**src/rtl/compnb_seq.sv**
```systemverilog
// compnb_seq: multi-cycle magnitude comparator.
//
// Compares two WIDTH-bit operands SLICE bits per clock, most-significant
// slice first, and stops at the first slice that differs. Signed compares
// flip the sign bit of both operands at capture (offset binary), so the
// slice datapath is always an unsigned compare.
//
// Ports:
//   clk    in   rising-edge clock
//   rst_n  in   asynchronous active-low reset
//   start  in   request strobe, accepted only while idle
//   sgn    in   1 = two's-complement compare, 0 = unsigned (sampled with start)
//   a, b   in   WIDTH-bit operands (sampled with start)
//   busy   out  high while a compare is in progress
//   done   out  one-cycle pulse when gt/lt/eq have just been updated
//   gt     out  A > B (registered, held until the next done)
//   lt     out  A < B (registered, held until the next done)
//   eq     out  A == B (registered, held until the next done)
module compnb_seq #(
    parameter int WIDTH = 16,
    parameter int SLICE = 4
) (
    input  logic             clk,
    input  logic             rst_n,
    input  logic             start,
    input  logic             sgn,
    input  logic [WIDTH-1:0] a,
    input  logic [WIDTH-1:0] b,
    output logic             busy,
    output logic             done,
    output logic             gt,
    output logic             lt,
    output logic             eq
);

    localparam int NSLICE = WIDTH / SLICE;
    localparam int IDXW   = (NSLICE > 1) ? $clog2(NSLICE) : 1;
    localparam logic [IDXW-1:0] IDX_TOP  = IDXW'(NSLICE - 1);
    localparam logic [IDXW-1:0] IDX_ZERO = {IDXW{1'b0}};
    localparam logic [IDXW-1:0] IDX_ONE  = IDXW'(1);

    typedef enum logic [0:0] {
        S_IDLE = 1'b0,
        S_RUN  = 1'b1
    } state_t;

    state_t           state_r;
    state_t           state_nxt_s;
    logic [IDXW-1:0]  idx_r;
    logic [IDXW-1:0]  idx_nxt_s;
    logic [WIDTH-1:0] a_r;
    logic [WIDTH-1:0] b_r;
    logic [WIDTH-1:0] a_nxt_s;
    logic [WIDTH-1:0] b_nxt_s;
    logic [SLICE-1:0] slice_a_s;
    logic [SLICE-1:0] slice_b_s;
    logic             slice_ne_s;
    logic             slice_gt_s;
    logic             last_s;
    logic             busy_nxt_s;
    logic             done_nxt_s;
    logic             gt_nxt_s;
    logic             lt_nxt_s;
    logic             eq_nxt_s;

    // Offset-binary mapping: flipping the MSB turns a signed order into an unsigned one.
    function automatic logic [WIDTH-1:0] to_offset(input logic [WIDTH-1:0] v, input logic s);
        logic [WIDTH-1:0] r;
        r            = v;
        r[WIDTH-1]   = v[WIDTH-1] ^ s;
        return r;
    endfunction

    // Select the slice currently addressed by idx_r (constant-index mux).
    always_comb begin
        slice_a_s = {SLICE{1'b0}};
        slice_b_s = {SLICE{1'b0}};
        for (int i = 0; i < NSLICE; i++) begin
            if (idx_r == IDXW'(i)) begin
                slice_a_s = a_r[i*SLICE +: SLICE];
                slice_b_s = b_r[i*SLICE +: SLICE];
            end else begin
                slice_a_s = slice_a_s;
                slice_b_s = slice_b_s;
            end
        end
    end

    assign slice_ne_s = (slice_a_s != slice_b_s);
    assign slice_gt_s = (slice_a_s > slice_b_s);
    assign last_s     = (idx_r == IDX_ZERO);

    // State register and captured operands / slice index.
    always_ff @(posedge clk or negedge rst_n) begin
        if (!rst_n) begin
            state_r <= S_IDLE;
            idx_r   <= IDX_ZERO;
            a_r     <= {WIDTH{1'b0}};
            b_r     <= {WIDTH{1'b0}};
        end else begin
            state_r <= state_nxt_s;
            idx_r   <= idx_nxt_s;
            a_r     <= a_nxt_s;
            b_r     <= b_nxt_s;
        end
    end

    // Next-state logic: capture on start in IDLE, walk slices downward in RUN.
    always_comb begin
        state_nxt_s = state_r;
        idx_nxt_s   = idx_r;
        a_nxt_s     = a_r;
        b_nxt_s     = b_r;
        case (state_r)
            S_IDLE: begin
                if (start) begin
                    a_nxt_s     = to_offset(a, sgn);
                    b_nxt_s     = to_offset(b, sgn);
                    idx_nxt_s   = IDX_TOP;
                    state_nxt_s = S_RUN;
                end else begin
                    state_nxt_s = S_IDLE;
                end
            end
            S_RUN: begin
                if (slice_ne_s || last_s) begin
                    state_nxt_s = S_IDLE;
                end else begin
                    idx_nxt_s   = idx_r - IDX_ONE;
                    state_nxt_s = S_RUN;
                end
            end
            default: begin
                state_nxt_s = S_IDLE;
                idx_nxt_s   = IDX_ZERO;
            end
        endcase
    end

    // Output logic: next values of the registered handshake and result flags.
    always_comb begin
        busy_nxt_s = 1'b0;
        done_nxt_s = 1'b0;
        gt_nxt_s   = gt;
        lt_nxt_s   = lt;
        eq_nxt_s   = eq;
        case (state_r)
            S_IDLE: begin
                if (start) begin
                    busy_nxt_s = 1'b1;
                end else begin
                    busy_nxt_s = 1'b0;
                end
            end
            S_RUN: begin
                if (slice_ne_s) begin
                    gt_nxt_s   = slice_gt_s;
                    lt_nxt_s   = ~slice_gt_s;
                    eq_nxt_s   = 1'b0;
                    done_nxt_s = 1'b1;
                end else if (last_s) begin
                    gt_nxt_s   = 1'b0;
                    lt_nxt_s   = 1'b0;
                    eq_nxt_s   = 1'b1;
                    done_nxt_s = 1'b1;
                end else begin
                    busy_nxt_s = 1'b1;
                end
            end
            default: begin
                busy_nxt_s = 1'b0;
            end
        endcase
    end

    // Registered outputs, so there is no combinational path from inputs.
    always_ff @(posedge clk or negedge rst_n) begin
        if (!rst_n) begin
            busy <= 1'b0;
            done <= 1'b0;
            gt   <= 1'b0;
            lt   <= 1'b0;
            eq   <= 1'b0;
        end else begin
            busy <= busy_nxt_s;
            done <= done_nxt_s;
            gt   <= gt_nxt_s;
            lt   <= lt_nxt_s;
            eq   <= eq_nxt_s;
        end
    end

endmodule
```
**config.mk**
```make
export PLATFORM = sky130hd
export DESIGN_NAME = compnb_seq
export DESIGN_NICKNAME = d
export VERILOG_FILES = /design/src/rtl/compnb_seq.sv
export SDC_FILE = /design/constraint.sdc
export NUM_CORES = 1
export LEC_CHECK = 0
export CAP_MARGIN = 20
export CORE_UTILIZATION = 45
export CTS_CLUSTER_DIAMETER = 150
export DETAILED_ROUTE_END_ITERATION = 10
export PLACE_DENSITY_LB_ADDON = 0.3
export REMOVE_ABC_BUFFERS = 1
export SLEW_MARGIN = 20
export SYNTH_ARGS = -nofsm -noshare
export SYNTH_HDL_FRONTEND = slang
export SYNTH_SLANG_ARGS = --single-unit
export TNS_END_PERCENT = 1
```
**constraint.sdc**
```tcl
create_clock -name clk -period 5.78 [get_ports clk]
set_input_delay 0.867 -clock clk [delete_from_list [all_inputs] [get_ports clk]]
set_output_delay 0.867 -clock clk [all_outputs]
set_load 0.02 [all_outputs]
```
[Word level (Yosys, flattened, before mapping)]
Cells that the tools add are included.
Storage, ports and cells
  bits of input ports: 36
  word-level logic and storage cells: 52
  flip-flop bits (word level): 40
  output and inout bits: 5
Cells by class
  reduce and logical (&&, ||, !) cells: 6
  order comparisons: 1
  bitwise gates (word level): 4
  $add $sub $neg: 1
  multiplexer cells: 25
  eq/ne operators: 6
Operators by type and width (count)
  2-to-1 mux 4 bit: 8
  2-to-1 mux 1 bit: 12
  AND reduction 2 bit: 3
  equality test 2 bit, second input constant: 2
  > comparator 4 bit: 1
  2-to-1 mux 2 bit: 2
  != test 2 bit, second input constant: 2
  != test 4 bit: 1
  one-hot mux 1 bit (2 select lines): 2
  one-hot mux 2 bit (2 select lines): 1
  equality test 2 x 1 -> 1 bit, second input constant: 1
  logical NOT 2 bit: 1
  inverter 1 bit: 2
  nonzero test 2 bit: 1
  subtractor 2 x 1 -> 2 bit, second input constant: 1
  XOR 1 bit: 2
  logical OR 1 bit: 1

[Longest topological paths before layout]
  depth in word-level cells: 9
  mapped depth: 13
  depth with buffers taken out: 11

[Worst setup path after synthesis]
Ideal clock, no wire load.
  path kind: register -> register
  start: register idx_r[0]
  end: register gt
  data required time: 5655 ps
  arrival: 2146 ps
  clock period less this slack: 2271 ps
  setup slack: 3509 ps
  stages on the path, launching flop included: 12
  library setup time: 125 ps
  buffers on the path: 2
  cells stage by stage: dfrtp_1 -> ha_1 -> buf_4 -> nor2b_1 -> buf_6 -> a221oi_1 -> nor3_1 -> a21oi_1 -> ha_1 -> nand4_1 -> nand2_1 -> mux2_2
On the way
  longest elaborated chain between the ends: 8
  elaborated cells on any way between the ends: 17
  classes of those cells: 1 x order compare; 4 x eq/ne; 9 x mux; 3 x reduce/logical
RTL lines
  start: declaration: RTL line 49  | logic [IDXW-1:0] idx_r;
  start signal: assignment: RTL line 102  | idx_r <= idx_nxt_s;
  parallel branches: the longest is 8 deep, another holds > comparator 4 bit
  end signal: assignment: RTL line 187  | gt <= gt_nxt_s;
  end: declaration: RTL line 31  | output logic gt,
Parallel ways; which one is timed is not known.
A chain may end at the register's enable or synchronous reset.

[Worst setup path after layout]
  start: register idx_r[1]
  end: register idx_r[0]
On the way
  longest elaborated chain between the ends: 9
  elaborated cells on any way between the ends: 16
  classes of those cells: 5 x eq/ne; 8 x mux; 3 x reduce/logical
RTL lines
  logical NOT 2 bit: RTL line 79, 91
  2-to-1 mux 4 bit (4 in a row): RTL line 79  | if (idx_r == IDXW'(i)) begin
  != test 4 bit: RTL line 89  | assign slice_ne_s = (slice_a_s != slice_b_s);
  logical OR 1 bit *: RTL line 126  | if (slice_ne_s || last_s) begin
  != test 2 bit (no source line) *
  AND reduction 2 bit (no source line) *
Mark *: on every way between the ends. The rest lies on a longest branch, timed or not.

==> PnR_summary.wiki <==
{| class="wikitable"
! Metric !! Value
|-
| Wire length after detailed routing || 3720 um
|-
| Share of cells above drive strength 1 || 0.209
|-
| Fillers || 328
|-
| Global routing usage summed across all routing layers || 0.190
|-
| Placer congestion estimate || 0.808
|-
| Clock tree from TritonCTS || done
|-
| Signal arrival time at the worst endpoint || 2.96 ns
|-
| Leakage dissipation || 1.05 nW
|-
| Iter 0 DRT Violations || 45
|-
| Clk pin slew, worst setup/hold paths || 0.07 ns
|-
| Via count of the first global-routing pass || 1311
|-
| Most frequent cells in the layout || sky130_fd_sc_hd__dfrtp_1, sky130_fd_sc_hd__clkdlybuf4s50_1, sky130_fd_sc_hd__mux2_2
|-
| Result of the run || completed
|-
| Number of search-and-repair iterations in the first detailed-routing pass || 4
|-
| Count of mapped cells out of synthesis || 152
|-
| Floorplan die width || 67.1 um
|-
| Number of buffers inserted by hold repair at cts || 0
|-
| Max-slew violation total from the final report || 0
|-
| Worst max-slew margin expressed relative to the limit || 0.449
|-
| Final-report hold violation count || 0
|-
| Achievable clock frequency || 358 MHz
|-
| Path type of the worst setup path || reg -> reg
|-
| Wire length of the first global-routing pass || 6130 um
|-
| Count of pins on the block boundary || 41
|-
| Final clock skew || 0.00391 ns
|-
| TritonCTS sink count || 39
|-
| Worst-margin pin slew || 0.826 ns
|-
| Post-CTS setup buffer count || 0
|-
| Post_cts resized || 0
|-
| HP Class || reg -> reg
|-
| Number of different library cells in the post-synthesis netlist || 25
|-
| Maximum ir drop on the vdd rail || 0.197 mV
|-
| Final period utilization || 0.483
|-
| Count of unresolved DRC violations after routing || 0
|-
| Avg WL per Cell || 15.4 um
|-
| Aggregate global routing overflow || 0
|-
| Post-synthesis cell type with the largest combined area || sky130_fd_sc_hd__dfrtp_1
|-
| Pwr per Cell Area || 436 nW/um2
|-
| Max Root-Sink Buffers || 2
|-
| Sequential-to-total area share from yosys stat || 0.511
|-
| Depth of the CTS H-tree || 2
|-
| Type of destination of the critical path || flip-flop
|-
| Number of placement rows || 23
|-
| Die height || 67.1 um
|-
| Max Fanout on Critical Path || 10
|-
| Routed vias/inst || 5.33
|-
| Setup slack of the critical path after layout || 2.99 ns
|-
| Placed Cells incl. Taps || 233
|-
| Setup repair after global routing missed its margin || no
|-
| TritonCTS Buffers || 5
|-
| Synth-to-layout area growth || 26.7%
|-
| Most used routing layer || met2
|-
| Mapped Avg Cell Area || 12.6 um2
|-
| Met2 demand-to-capacity share in global routing || 0.294
|-
| Inserted Diodes || 0
|-
| Final period demand of the worst path || 2.79 ns
|-
| Met3 usage in global routing || 0.0479
|-
| Share of Yosys cell area claimed by the top area cell type || 0.511
|-
| Met1 layer usage reported by global route || 0.237
|-
| Max Cap Violations || 0
|-
| Net total in the final layout || 235
|-
| Total power draw || 1.05 mW
|-
| Count of port buffers added during placement || 40
|-
| Synth warnings || 0
|-
| Sum of negative setup slack || 0 ns
|-
| Skew-Pair Late Insertion Delay || 0.30 ns
|-
| FF+latch count, synth || 39
|-
| Synth top area cells || sky130_fd_sc_hd__dfrtp_1, sky130_fd_sc_hd__mux2_2, sky130_fd_sc_hd__mux2_4
|-
| Initial core utilization || 0.474
|-
| Number of routed nets with antenna violations || 0
|-
| Area inside the core boundary || 4030 um2
|-
| Detailed placer's ending HPWL || 2640 um
|-
| DP Worst Slack || 3.00 ns
|-
| Buffer cell driving the clock tree root || sky130_fd_sc_hd__clkbuf_8
|-
| Number of endpoints failing setup at the final stage || 0
|-
| Element type at the critical path start || flip-flop
|-
| Largest net degree at the start of global routing || 40
|-
| Non-filler instance count after layout || 241
|-
| Number of antenna violations at the first check in global routing || 0
|-
| Via count || 1284
|-
| CP required || 5.95 ns
|-
| Floorplan die area || 4500 um2
|-
| Post-synthesis instance area || 1910 um2
|}
[cell type report]
class | instances | area, um2 | area share
sequential | 39 | 976 | 0.404
multi-input combinational | 99 | 850 | 0.351
timing repair buffer | 41 | 423 | 0.175
clock buffer | 6 | 82.6 | 0.0342
tap | 50 | 62.6 | 0.0259
inverter | 5 | 18.8 | 0.00776
clock inverter | 1 | 5.00 | 0.00207
[sequential cells by signal (all words and copies together) (netlist names)]
register and count:
gt 1, done 1, eq 1, idx_r 2, busy 1, a_r 16, b_r 16, lt 1
[per-stage QoR]
stage	instance area [um2]	hold slack [ns]	util
3_3_place_gp	2300	0.504	0.571
3_5_place_dp	2300	0.497	0.571
5_1_grt	2420	0.534	0.600
6_report	2420	0.515	0.600
4_1_cts	2390	0.515	0.593
2_1_floorplan	1840	0.481	-
[worst paths after layout]
kind / from / to / slack (ns) / cells after the start
worst min register to register: a_r[6] / a_r[6] / 0.52 / 1
min in group asynchronous: rst_n / eq / 0.67 / 1
worst min-delay path: a_r[6] / a_r[6] / 0.52 / 1
max in group asynchronous: rst_n / idx_r[1] / 4.59 / 1
worst max register to register: idx_r[1] / idx_r[0] / 2.99 / 11
worst max-delay path: idx_r[1] / idx_r[0] / 2.99 / 11
[report_power, final]
part	internal [mW]	switching (mW)
sequential	0.377	0.0697
clock	0.0934	0.0891
combinational	0.234	0.192
[routing by layer]
metal | wire [um] | part of all wire
met4 | 84 | 0.023
met1 | 1680 | 0.45
met2 | 1750 | 0.47
met3 | 204 | 0.055
met5 | 0 | 0
[synthesized netlist by cell type]
library cell and instances:
sky130_fd_sc_hd__nor2_1 5, sky130_fd_sc_hd__inv_1 5, sky130_fd_sc_hd__nand2b_1 1, sky130_fd_sc_hd__buf_6 4, sky130_fd_sc_hd__mux2i_1 2, sky130_fd_sc_hd__nor3_1 3, sky130_fd_sc_hd__ha_1 8, sky130_fd_sc_hd__nand2_1 9
sky130_fd_sc_hd__buf_2 1, sky130_fd_sc_hd__dfrtp_1 39, sky130_fd_sc_hd__a221oi_1 7, sky130_fd_sc_hd__mux2_4 11, sky130_fd_sc_hd__o31ai_1 4, sky130_fd_sc_hd__xnor2_1 2, sky130_fd_sc_hd__nand4_1 1, sky130_fd_sc_hd__nor2b_1 9
sky130_fd_sc_hd__clkbuf_1 3, sky130_fd_sc_hd__o21ai_0 3, sky130_fd_sc_hd__a21boi_0 1, sky130_fd_sc_hd__a21oi_1 11, sky130_fd_sc_hd__buf_4 1, sky130_fd_sc_hd__mux2_2 19, sky130_fd_sc_hd__nor2b_2 1, sky130_fd_sc_hd__o22ai_1 1
sky130_fd_sc_hd__a22oi_1 1
[worst max-delay path: stages (launching register included)]
cell	delay (ns)
sky130_fd_sc_hd__dfrtp_1	0.40
sky130_fd_sc_hd__inv_1	0.08
sky130_fd_sc_hd__ha_1	0.31
sky130_fd_sc_hd__nor2b_1	0.48
sky130_fd_sc_hd__a221oi_1	0.15
sky130_fd_sc_hd__nor3_1	0.20
sky130_fd_sc_hd__a21oi_1	0.07
sky130_fd_sc_hd__ha_1	0.36
sky130_fd_sc_hd__nand4_1	0.16
sky130_fd_sc_hd__nor2_1	0.16
sky130_fd_sc_hd__nand2_1	0.14
sky130_fd_sc_hd__mux2i_1	0.16
[kinds of logic (layout without fill, tap and decap cells)]
kind of cell,Yosys count,after routing,synth area share
adders and majority gates,8,8,0.0525
xor gates and xnor gates,2,2,0.00918
DFF,39,39,0.511
buffers and inverters,14,53,0.0459
and+or+nand+nor,29,29,0.0761
AOI/OAI and AO/OA,28,28,0.0957
muxes,32,32,0.209
No activity file was read; power rests on OpenSTA's default activity.
